## config.mk

```make
export PLATFORM = sky130hd
export DESIGN_NAME = trig_conditioner
export DESIGN_NICKNAME = d
export VERILOG_FILES = /design/src/rtl/trig_conditioner_pkg.sv /design/src/rtl/trig_pulse_gen.sv /design/src/rtl/trig_conditioner.sv
export SDC_FILE = /design/constraint.sdc
export NUM_CORES = 1
export LEC_CHECK = 0
export CORE_ASPECT_RATIO = 0.5
export CORE_MARGIN = 1.5
export CORE_UTILIZATION = 46
export DETAILED_ROUTE_END_ITERATION = 8
export GPL_TIMING_DRIVEN = 1
export PLACE_DENSITY = 0.72
export SYNTH_ARGS = -nofsm -noshare
export SYNTH_HDL_FRONTEND = slang
export SYNTH_HIERARCHICAL = 1
export SYNTH_SLANG_ARGS = --single-unit
```

## constraint.sdc

```tcl
create_clock -name ext_clock -period 2.47 [get_ports ext_clock]
set_input_delay 0.494 -clock ext_clock [delete_from_list [all_inputs] [get_ports ext_clock]]
set_output_delay 0.494 -clock ext_clock [all_outputs]
set_load 0.02 [all_outputs]
```

## src/rtl/trig_conditioner_pkg.sv

```systemverilog
// Shared constants for the trigger conditioner: FSM state codes and mode values.
package trig_conditioner_pkg;

  localparam int unsigned STATE_WIDTH = 2;

  typedef logic [STATE_WIDTH-1:0] state_t;

  localparam state_t IDLE  = 2'd0;
  localparam state_t ARMED = 2'd1;
  localparam state_t DELAY = 2'd2;
  localparam state_t PULSE = 2'd3;

  localparam logic MODE_PASS  = 1'b0;
  localparam logic MODE_PULSE = 1'b1;

endpackage

```

## src/rtl/trig_pulse_gen.sv

```systemverilog
// Armed/delayed/width-controlled pulse generator for the trigger conditioner.
module trig_pulse_gen
  import trig_conditioner_pkg::*;
#(
  parameter int unsigned pDELAY_WIDTH = 16,
  parameter int unsigned pPULSE_WIDTH = 16
) (
  input  logic                    ext_clock,
  input  logic                    resetn,
  input  logic                    enable,
  input  logic                    arm,
  input  logic                    disarm,
  input  logic                    src,
  input  logic                    auto_rearm,
  input  logic [pDELAY_WIDTH-1:0] delay,
  input  logic [pPULSE_WIDTH-1:0] width,
  output logic                    pulse_c,
  output logic                    armed,
  output logic                    busy
);

  state_t                  state_q;
  state_t                  state_d;
  logic                    prev_q;
  logic [pDELAY_WIDTH-1:0] dly_q;
  logic [pDELAY_WIDTH-1:0] dly_d;
  logic [pPULSE_WIDTH-1:0] wid_q;
  logic [pPULSE_WIDTH-1:0] wid_d;

  // Next-state logic; abort or leaving pulse mode always returns to IDLE.
  always_comb begin
    state_d = state_q;
    dly_d   = dly_q;
    wid_d   = wid_q;
    if (!enable || disarm) begin
      state_d = IDLE;
    end else begin
      case (state_q)
        IDLE: begin
          if (arm) state_d = ARMED;
        end
        ARMED: begin
          if (!prev_q && src) begin
            dly_d   = delay;
            wid_d   = (width == '0) ? pPULSE_WIDTH'(1) : width;
            state_d = (delay == '0) ? PULSE : DELAY;
          end
        end
        DELAY: begin
          if (dly_q <= pDELAY_WIDTH'(1)) state_d = PULSE;
          else                           dly_d   = dly_q - pDELAY_WIDTH'(1);
        end
        PULSE: begin
          if (wid_q <= pPULSE_WIDTH'(1)) state_d = auto_rearm ? ARMED : IDLE;
          else                           wid_d   = wid_q - pPULSE_WIDTH'(1);
        end
        default: state_d = IDLE;
      endcase
    end
    pulse_c = (state_d == PULSE);
  end

  // State, edge history (tracks the source every cycle) and status flags.
  always_ff @(posedge ext_clock or negedge resetn) begin
    if (!resetn) begin
      state_q <= IDLE;
      prev_q  <= 1'b0;
      dly_q   <= '0;
      wid_q   <= '0;
      armed   <= 1'b0;
      busy    <= 1'b0;
    end else begin
      state_q <= state_d;
      prev_q  <= src;
      dly_q   <= dly_d;
      wid_q   <= wid_d;
      armed   <= (state_d == ARMED);
      busy    <= (state_d == DELAY) || (state_d == PULSE);
    end
  end

endmodule

```

## src/rtl/trig_conditioner.sv

```systemverilog
// Trigger source select, pass-through/pulse output, event counter and heartbeat.
module trig_conditioner
  import trig_conditioner_pkg::*;
#(
  parameter int unsigned pNUM_SRC     = 4,
  parameter int unsigned pSEL_WIDTH   = 4,
  parameter int unsigned pDELAY_WIDTH = 16,
  parameter int unsigned pPULSE_WIDTH = 16,
  parameter int unsigned pCOUNT_WIDTH = 16,
  parameter int unsigned pHB_WIDTH    = 23
) (
  input  logic                    ext_clock,
  input  logic                    resetn,
  input  logic [pNUM_SRC-1:0]     I_src,
  input  logic [pSEL_WIDTH-1:0]   I_sel,
  input  logic                    I_mode,
  input  logic [pDELAY_WIDTH-1:0] I_delay,
  input  logic [pPULSE_WIDTH-1:0] I_width,
  input  logic                    I_auto_rearm,
  input  logic                    I_arm,
  input  logic                    I_disarm,
  input  logic                    I_clear,
  output logic                    O_trig,
  output logic                    O_armed,
  output logic                    O_busy,
  output logic [pCOUNT_WIDTH-1:0] O_count,
  output logic                    O_heartbeat
);

  logic                 sel_src_c;
  logic                 pulse_c;
  logic                 trig_d_c;
  logic [pHB_WIDTH-1:0] hb_q;

  // Source mux; out-of-range selects fall back to source 0.
  always_comb begin
    sel_src_c = I_src[0];
    for (int unsigned i = 0; i < pNUM_SRC; i++) begin
      if (I_sel == pSEL_WIDTH'(i)) sel_src_c = I_src[i];
    end
  end

  trig_pulse_gen #(
    .pDELAY_WIDTH (pDELAY_WIDTH),
    .pPULSE_WIDTH (pPULSE_WIDTH)
  ) u_pulse_gen (
    .ext_clock  (ext_clock),
    .resetn     (resetn),
    .enable     (I_mode == MODE_PULSE),
    .arm        (I_arm),
    .disarm     (I_disarm),
    .src        (sel_src_c),
    .auto_rearm (I_auto_rearm),
    .delay      (I_delay),
    .width      (I_width),
    .pulse_c    (pulse_c),
    .armed      (O_armed),
    .busy       (O_busy)
  );

  // Next trigger value for the selected mode.
  always_comb begin
    trig_d_c = (I_mode == MODE_PASS) ? sel_src_c : pulse_c;
  end

  // Registered trigger plus saturating count of its rising edges; clear wins.
  always_ff @(posedge ext_clock or negedge resetn) begin
    if (!resetn) begin
      O_trig  <= 1'b0;
      O_count <= '0;
    end else begin
      O_trig <= trig_d_c;
      if (I_clear)                                O_count <= '0;
      else if (trig_d_c && !O_trig && O_count != '1) O_count <= O_count + pCOUNT_WIDTH'(1);
    end
  end

  // Heartbeat runs only while the trigger is quiet.
  always_ff @(posedge ext_clock or negedge resetn) begin
    if (!resetn)      hb_q <= '0;
    else if (!O_trig) hb_q <= hb_q + pHB_WIDTH'(1);
  end

  assign O_heartbeat = hb_q[pHB_WIDTH-1];

endmodule

```

Yosys cells after proc, flatten, opt, wreduce, memory -nomap -nowiden
Cells that the tools add are included.
Widths: inputs -> output; s select.

word-level totals
  flip-flop bits (word level) = 77
  output and inout port bits = 20

operators by class
  muxes and demuxes = 21
  bitwise gates (word level) = 1
  magnitude comparators = 2
  equal/unequal tests = 13
  add/sub/neg operators = 4
  reductions and logical operators = 16

operator list
  cell                   number
  $mux 16                7
  $pmux 16 s2            2
  $le 16x1->1 const B    2
  $logic_not 16->1       2
  $sub 16x1->16 const B  2
  $add 23x1->23 const B  1
  $add 16x1->16 const B  1
  $ne 16x16->1 const B   1
  $mux 2                 5
  $eq 2x2->1 const B     4
  $eq 4x2->1 const B     2
  $pmux 2 s4             1
  $reduce_and 4->1       2
  $mux 1                 6
  $reduce_bool 2->1      3
  $eq 2x1->1 const B     2
  $eq 4x1->1 const B     1
  $ne 2x2->1 const B     2
  $logic_and 1x1->1      3
  $logic_not 1->1        3
  $logic_not 2->1        1
  $logic_or 1x1->1       2
  $ne 2x1->1 const B     1
  $not 1->1              1

Longest topological paths before layout
  depth after elaboration = 14
  gate-level depth with buffers = 14
  depth with buffers taken out = 12

Modules after synthesis
The synthesis kept the hierarchy.

by module, submodules not included
  module            cells each  area each (µm²)  times used  sequential area each (µm²)
  trig_pulse_gen    300         2608.8           1           925.9
  trig_conditioner  193         1940.6           1           1001.0

Worst setup path before layout
OpenSTA, ideal clock, no wires.

  path type = input-to-reg
  start point = input I_sel[0]
  end point = register O_count[1]
  buffers on the path = 2
  data arrival time = 2.676 ns
  setup time = 0.132 ns
  stages = 14
  setup slack = -0.338 ns
  cell sequence = or2_1 a21oi_1 a31oi_1 and3b_1 nand3_1 o21ai_0 a311oi_1 a211oi_1 and2_1 o21ai_1 buf_2 buf_2 mux2i_1 nor2_1

on the way
  longest elaborated chain between the ends = 13
  elaborated cells between the ends (all ways) = 15
  classes of those cells = eq/ne: 4; mux: 7; reduce/logical: 4

RTL lines
  what                                  RTL line                RTL
  start, declared                       trig_conditioner.sv:15  input logic [pSEL_WIDTH-1:0] I_sel,
  $eq 4x1->1                            trig_conditioner.sv:39  if (I_sel == pSEL_WIDTH'(i)) sel_src_c = I_src[i];
  $mux 1 (2 in series)                  trig_conditioner.sv:39
  $mux 1 *                              trig_conditioner.sv:39
  named net sel_src_c                   trig_conditioner.sv:30  logic sel_src_c;
  $logic_and 1x1->1 *                   trig_pulse_gen.sv:43    if (!prev_q && src) begin
  $mux 2 *                              trig_pulse_gen.sv:43
  $pmux 2 s4 *                          trig_pulse_gen.sv:38    case (state_q)
  $mux 2 *                              trig_pulse_gen.sv:35    if (!enable || disarm) begin
  $eq 2x2->1 *                          trig_pulse_gen.sv:60    pulse_c = (state_d == PULSE);
  named net pulse_c                     trig_conditioner.sv:31  logic pulse_c;
  $mux 1 *                              trig_conditioner.sv:63  trig_d_c = (I_mode == MODE_PASS) ? sel_src_c : pulse_c;
  $logic_and 1x1->1 * (2 in series)     trig_conditioner.sv:74  else if (trig_d_c && !O_trig && O_count != '1) O_count <= O_count + pCOUNT_WIDTH'(1);
  $reduce_bool 2->1 (no source line) *  n/a
  end signal, assigned                  trig_conditioner.sv:74
  end, declared                         trig_conditioner.sv:26  output logic [pCOUNT_WIDTH-1:0] O_count,

The timed path passes the listed nets; every way through them passes the cells marked *.
A chain may end at the register's enable or synchronous reset.

Worst setup path after layout
  start point = register u_pulse_gen.wid_q[12]
  end point = register O_count[11]

on the way
  longest elaborated chain between the ends = 9

RTL lines
  what                                RTL line                RTL
  start, declared                     trig_pulse_gen.sv:27    logic [pPULSE_WIDTH-1:0] wid_q;
  start signal, assigned              trig_pulse_gen.sv:76    wid_q <= wid_d;
  $le 16x1->1                         trig_pulse_gen.sv:54    if (wid_q <= pPULSE_WIDTH'(1)) state_d = auto_rearm ? ARMED : IDLE;
  $mux 2                              trig_pulse_gen.sv:54
  $pmux 2 s4                          trig_pulse_gen.sv:38
  $mux 2                              trig_pulse_gen.sv:35
  $eq 2x2->1                          trig_pulse_gen.sv:60
  named net pulse_c                   trig_conditioner.sv:31
  $mux 1                              trig_conditioner.sv:63
  $logic_and 1x1->1 (2 in series)     trig_conditioner.sv:74
  $reduce_bool 2->1 (no source line)  n/a

The timed path passes the listed nets, and every way through them passes these cells.

==> summary.md <==
| Metric | Value |
|---|---|
| Status | `finished with violations` |
| Violated checks | `setup timing` |
| Slowest-stage cell, CP | `or4_4` |
| Routability cong. | `0.885` |
| Largest stage delay, worst path | `0.57 ns` |
| Fin crit period | `2.87 ns` |
| Reg2Reg Capture Point | `O_count[11]$_DFFE_PN0P_` |
| Final antenna-violating net count | `0` |
| Vias in the first global route | `4,404` |
| GRT overflow | `0` |
| DRC errors left | `0` |
| P per Cell Area | `631 nW/um^2` |
| R2r setup slk | `-0.40 ns` |
| H-tree levels | `3` |
| Routed len/inst | `16.5 microns` |
| Post-synthesis sequential element count | `77` |
| Crit path DAT | `3.13 ns` |
| Die Ht | `73.3 microns` |
| CP Class | `flop to flop` |
| Synthesized area | `4550 sq um` |
| Final setup viols | `16` |
| Fmax | `349 MHz` |
| Worst hold slack | `0.0869 ns` |
| Post-synth cell types | `68` |
| Layout Utilization | `71.0%` |
| Main flop type after synthesis | `dfrtp_1` |
| Number of synthesized flops with an enable pin | `0` |
| WL final | `13,200 microns` |
| CP Data Required Time | `2.74 ns` |
| Critical Path Start | `u_pulse_gen/wid_q[12]$_DFFE_PN0P_` |
| Synth Warn # | `6` |
| Syn Inst Count | `493` |
| Max Cap Violations | `0` |
| 1st-iter DRT viols | `376` |
| Cells after DPL | `766` |
| First drt pass iteration count | `4` |
| Final worst slack | `-0.399 ns` |
| DP Wirelength | `8470 microns` |
| Worst-path cell chain | `or4_4, nor2_4, and3b_2, a311oi_4, a211oi_2, and2_4, o21ai_4, buf_12, or4_1, a21oi_1` |
| Synth-to-layout area growth | `48.8%` |
| CP max FO | `7` |
| Clk_lat worst skew | `0.35 ns` |
| TritonCTS clock tree | `done` |
| Slew @ Worst Pin | `0.727 ns` |
| Die area | `10,500 sq um` |
| Ys async rst share | `100%` |
| Nets | `719` |
| CTS Buffer Depth | `2` |
| Via count | `4,610` |
| Max VDD drop | `0.000432 V` |
| CP startpoint kind | `flop` |
| Worst r2r src | `u_pulse_gen/wid_q[12]$_DFFE_PN0P_` |
| Worst R2R Path Depth | `10` |
| # IOs | `67` |
| Slew HR | `51.5%` |
| RSZ-0062 raised after global routing | `true` |
| Tot GR Track Use | `26.1%` |
| Site Rows | `25` |
| First-pass GRT wire length | `21,300 microns` |
| Clk root buf | `clkbuf_16` |
| Layout cells sized above 1 | `30.4%` |
| Initial cell density of the core | `47.7%` |
| Syn avg cell area | `9.23 sq um` |
| Register area share after synthesis | `42.4%` |
| CTS sink cnt | `77` |
| Fraction of the cycle the final worst path needs | `116%` |
| Number of buffers created by CTS | `9` |
| Routed vias/inst | `5.75` |
| Core Box Area | `9540 sq um` |
| Initial antenna violation count | `0` |
| Top-area cell type share of the netlist area | `42.4%` |
| Port Buffers | `66` |
| Biggest area consumer among synthesized cells | `dfrtp_1` |
| Area contributors post-synth | `dfrtp_1, a21oi_1, xnor2_1, nand2_1, o22a_1` |
| Largest net degree at the start of global routing | `48` |
| Pins Over Slew Limit | `0` |
| Leak | `2.80 nW` |
| Hold Violations, Final | `0` |
| Crit end category | `flop` |
| Fin Clk Skew | `0.00751 ns` |
| Fin cells | `802` |
| HP Class | `input pin to asynchronous set/reset pin` |
| Syn_nets | `550` |
| Clk slew on worst S/H paths | `0.07 ns` |
| Antenna diode count | `0` |
| Horiz. Die Dim | `144 microns` |
## registers in the layout, summed over array words and instances, names as in the netlist
signal	flops
u_pulse_gen/armed	1
u_pulse_gen/dly_q	16
O_count	16
u_pulse_gen/busy	1
hb_q	23
O_trig	1
u_pulse_gen/state_q	2
u_pulse_gen/prev_q	1
u_pulse_gen/wid_q	16
## logic make-up (layout without fill, tap and decap cells)
group / after synthesis / count (layout) / synth area share (%)
simple gates: 199 / 199 / 24.8
fa+ha+maj: 10 / 10 / 2.75
xor+xnor: 23 / 23 / 4.43
buf+inv: 38 / 210 / 3.30
compound gates: 136 / 138 / 20.0
mux: 10 / 10 / 2.28
flops: 77 / 77 / 42.4
## worst max path at each step
stage,to,slack [ns],cells past startpoint
global route,O_count[11]$_DFFE_PN0P_,-0.46,10
detailed placement,O_count[9]$_DFFE_PN0P_,-0.99,14
CTS,O_count[11]$_DFFE_PN0P_,-0.34,10
global placement,O_count[11]$_DFFE_PN0P_,-0.85,14
floorplan,O_count[1]$_DFFE_PN0P_,-0.20,14
finish,O_count[11]$_DFFE_PN0P_,-0.40,10
## Yosys cell counts (3+ instances only)
cell type  count
nor4_1        13
o21ai_1        3
a41oi_1        3
dfrtp_1       77
ha_1          10
clkbuf_1      14
or2_2          4
a21oi_1       37
xor2_1         6
mux2i_1        7
and3_1         3
o21a_1         3
a211oi_1       3
nor3_1         8
o21ai_0       21
and3b_1        3
or3_1         16
o31ai_1        7
o22ai_1        6
or4_1         12
nand2b_1       6
a31oi_1       12
o22a_1        15
nand2_1       39
xnor2_1       17
and2_1         3
or4_4          3
and4_1         3
buf_2          6
nor2b_1       10
nand4_1        9
nor2_1        33
inv_1         16
nand3_1       20
## what timing repair did
item | 4_1_cts | 5_1_grt
endpoints found under the setup margin | 34 | 34
cloned | 3 | 1
hold buffers | 0 | 0
pin swaps | 16 | 26
buffers inserted | 13 | 4
gates resized for setup | 52 | 25
## report_power, final
part | internal (mW) | switching [mW] | leakage, nW | total (mW)
sequential | 1.47 | 0.172 | 1.00 | 1.64
combinational | 0.713 | 0.609 | 1.65 | 1.32
clock | 0.728 | 0.581 | 0.142 | 1.31
## cells in the final DEF (no fill, tap or decap), types with 6 or more instances in the layout
cell type / n
a21oi_1: 28
a21oi_2: 10
a31oi_1: 10
buf_4: 106
clkbuf_16: 10
clkdlybuf4s50_1: 56
dfrtp_1: 77
dlygate4sd2_1: 6
ha_1: 6
inv_1: 15
mux2i_1: 7
nand2_1: 39
nand3_1: 18
nand4_1: 9
nor2_1: 31
nor2b_1: 9
nor3_1: 7
nor4_1: 10
o21ai_0: 14
o21ai_1: 8
o22a_1: 15
o22ai_1: 6
o31ai_1: 6
or3_1: 12
or4_1: 7
or4_4: 8
xnor2_1: 17
xor2_1: 6
## per-stage QoR
stage / setup WS [ns] / setup TNS (ns) / area (sq um) / power (mW)
after floorplan: -0.202 / -2.26 / 4580 / 2.20
after global placement: -0.849 / -20.01 / 6040 / 2.78
after detailed placement: -0.994 / -27.41 / 6040 / 2.83
after CTS: -0.335 / -4.17 / 6660 / 4.26
after global routing: -0.458 / -5.94 / 6770 / 4.48
final: -0.399 / -4.46 / 6770 / 4.27
## layer usage
layer	routed length (microns)	vias to the layer above	GRT usage, %
li1	-	2191	-
met2	6540	146	44.9
met3	602	25	5.02
met4	228	0	7.03
met5	0	-	0
met1	5840	2248	34.2
## critical path, delay by kind of cell (launching register included)
kind,cells,cell delay (ns)
simple gates,5,1.61
compound gates,4,0.62
flops,1,0.40
buf+inv,1,0.16
## layout make-up
cell class	instances	area [sq um]
inverters	17	63.8
flip-flops and latches	77	1930
clock inverters	6	53.8
clock buffers	10	239
fillers	677	2770
multi-input cells	380	2790
well taps	135	169
repair buffers	177	1530
Note: power is estimated with default switching activity, not from simulation.
==> patch: new RTL, same flow settings <==
Put one more register stage on the output `O_count`, cleared by the reset. The value now appears one clock later. The other outputs are not delayed to match.
--- a/src/rtl/trig_conditioner.sv
+++ b/src/rtl/trig_conditioner.sv
@@ -28,2 +28,4 @@
 );
+
+  logic [pCOUNT_WIDTH-1:0] O_count_s0;
 
@@ -69,7 +71,7 @@
       O_trig  <= 1'b0;
-      O_count <= '0;
+      O_count_s0 <= '0;
     end else begin
       O_trig <= trig_d_c;
-      if (I_clear)                                O_count <= '0;
-      else if (trig_d_c && !O_trig && O_count != '1) O_count <= O_count + pCOUNT_WIDTH'(1);
+      if (I_clear)                                O_count_s0 <= '0;
+      else if (trig_d_c && !O_trig && O_count_s0 != '1) O_count_s0 <= O_count_s0 + pCOUNT_WIDTH'(1);
     end
@@ -85,2 +87,10 @@
 
+  always_ff @(posedge ext_clock or negedge resetn) begin
+    if (!resetn) begin
+      O_count <= '0;
+    end else begin
+      O_count <= O_count_s0;
+    end
+  end
+
 endmodule
Function: changed (a bounded check fails within 4 cycles, from zero or initial values and one cycle with resetn low).
==> patch against the original RTL <==
The flow still finishes with violations (negative setup slack); final area grew 9.4%; count of clock-buffer cells in the layout fell by 1; worst setup slack better by 0.014 ns; area after synthesis increased by 8.8%; sequential cell count up 16; highest routed layer unchanged; wire length increased by 9.9%; critical path depth rose by 4; critical path type is now in -> reg; largest power group unchanged; total power grew 8.2%.
==> patch: results (changes against the original RTL) <==
- CP peak stage delay: 0.48 ns (-0.09 ns)
- Gp weighted congestion: 0.914 (+3.3%)
- Async SR Flop Fraction: 1.00 (unchanged)
- Vias in the first global route: 4662 (+5.9%)
- Buffer share of cell area: 0.225 (-0.000979)
- Total GRT Usage: 0.252 (-0.00847)
- FF+latch area: 2330 µm² (+21%)
- Multi-input gate area: 2890 µm² (+3.6%)
- DRT iter0 DRCs: 355 (-5.6%)
- VDD IR max: 0.389 mV (-10%)
- Outcome: finished, violations left
- Placed inst area: 6480 µm² (+7.2%)
- Reg-to-Reg End: O_count_s0[15]
- Top delay family on crit path: simple AND/OR/NAND/NOR gates
- DR vias: 4827 (+4.7%)
- Commonest cells in the synthesized netlist: 93 x dfrtp_1, 39 x nand2_1, 37 x a21oi_1, 33 x nor2_1, 21 x o21ai_0
- Critical path arrival: 3.14 ns (about the same)
- Buffers excl. clock: 188 (+6.2%)
- Fin Hold WS: 0.0344 ns (-0.0525 ns)
- Final Net Count: 745 (+3.6%)
- #FFs+latches synth: 93 (+21%)
- Final Non-Filler Cells: 833 (+3.9%)
- Antenna violations before repair: 0 (unchanged)
- Count of final setup violators: 16 (unchanged)
- Pre-CTS worst setup slack: -1.00 ns (-0.0111 ns)
- Multi-input comb cells: 379 (-0.26%)
- Deepest clock path buffer count: 2 (unchanged)
- Syn_nets: 566 (+2.9%)
- Setup WS post-layout: -0.385 ns (+0.0139 ns)
- Worst Max-Slew Pin Slew: 0.759 ns (+0.0318 ns)
- Non-clk invs: 17 (unchanged)
- Largest net degree at the start of global routing: 44 (-8.3%)
- Proportion of layout cells with a drive suffix above 1: 0.320 (+0.0160)
- Register area share after synthesis: 0.470 (+0.0466)
- R2R depth: 13 (+3)
- Die ar.: 11400 µm² (+8.5%)
- WL/cell: 17.4 µm (+5.8%)
- H-tree depth: 3 (unchanged)
- Clk_skew: 0.00932 ns (+0.00181 ns)
- Synthesized area per cell: 9.72 µm² (+5.4%)
- DP HPWL: 8760 µm (+3.4%)
- Critical Path Fanout Max: 4 (-3)
- Fin area: 7410 µm² (+9.4%)
- Worst reg2reg setup slack: -0.33 ns (+0.07 ns)
- Post-synth EDFFs: 0 (unchanged)
- Setup_tns: -5.45 ns (-0.988 ns)
- Clkbuf count: 9 (-1)
- Distinct cells, synth: 68 (unchanged)
- Placed cell count: 793 (+3.5%)
- Drt pass-1 iters: 5 (+1)
- Setup crit start: I_src[2]
- # fillers: 702 (+3.7%)
- CTS Root Cell: clkbuf_16
- First-pass GRT wire length: 22900 µm (+7.6%)
- Final clock-cell share: 0.0382 (-0.00506)
- Area contributors post-synth: dfrtp_1 47%, a21oi_1 3.7%, xnor2_1 3.0%
- Failing checks: negative setup slack
- Leakage Power: 3.09 nW (+11%)
- Reg2Reg Launch Point: u_pulse_gen/state_q[1]
[patch: what timing repair did]
item,in CTS,in global routing
cloned,3,0
buffers inserted,18,7
gates resized for setup,76,33
pin swaps,35,29
hold buffers,0,0
setup endpoints to repair,33,23
[patch: cell families (layout without fill, tap and decap cells)]
logic type / count (synthesis) / in the layout / synth area share
compound gates: 136 / 137 / 0.184
mux: 10 / 10 / 0.0210
xor+xnor: 23 / 23 / 0.0407
fa+ha+maj: 10 / 10 / 0.0253
buf+inv: 38 / 221 / 0.0303
simple gates: 199 / 199 / 0.228
flops: 93 / 93 / 0.470
[patch: metal layers]
metal  routed length, µm  vias to the layer above  track usage
met5                   0                        -            0
met4                 287                        0       0.0755
met3                 708                       30       0.0485
met2                7140                      147        0.408
met1                6380                     2389        0.345
li1                    -                     2261            -
[patch: power by group]
part / total [mW] / switching (mW) / internal (mW) / leakage [nW]
Clock: 1.33 / 0.634 / 0.695 / 0.134
Sequential: 1.92 / 0.185 / 1.73 / 1.22
Combinational: 1.38 / 0.642 / 0.736 / 1.73
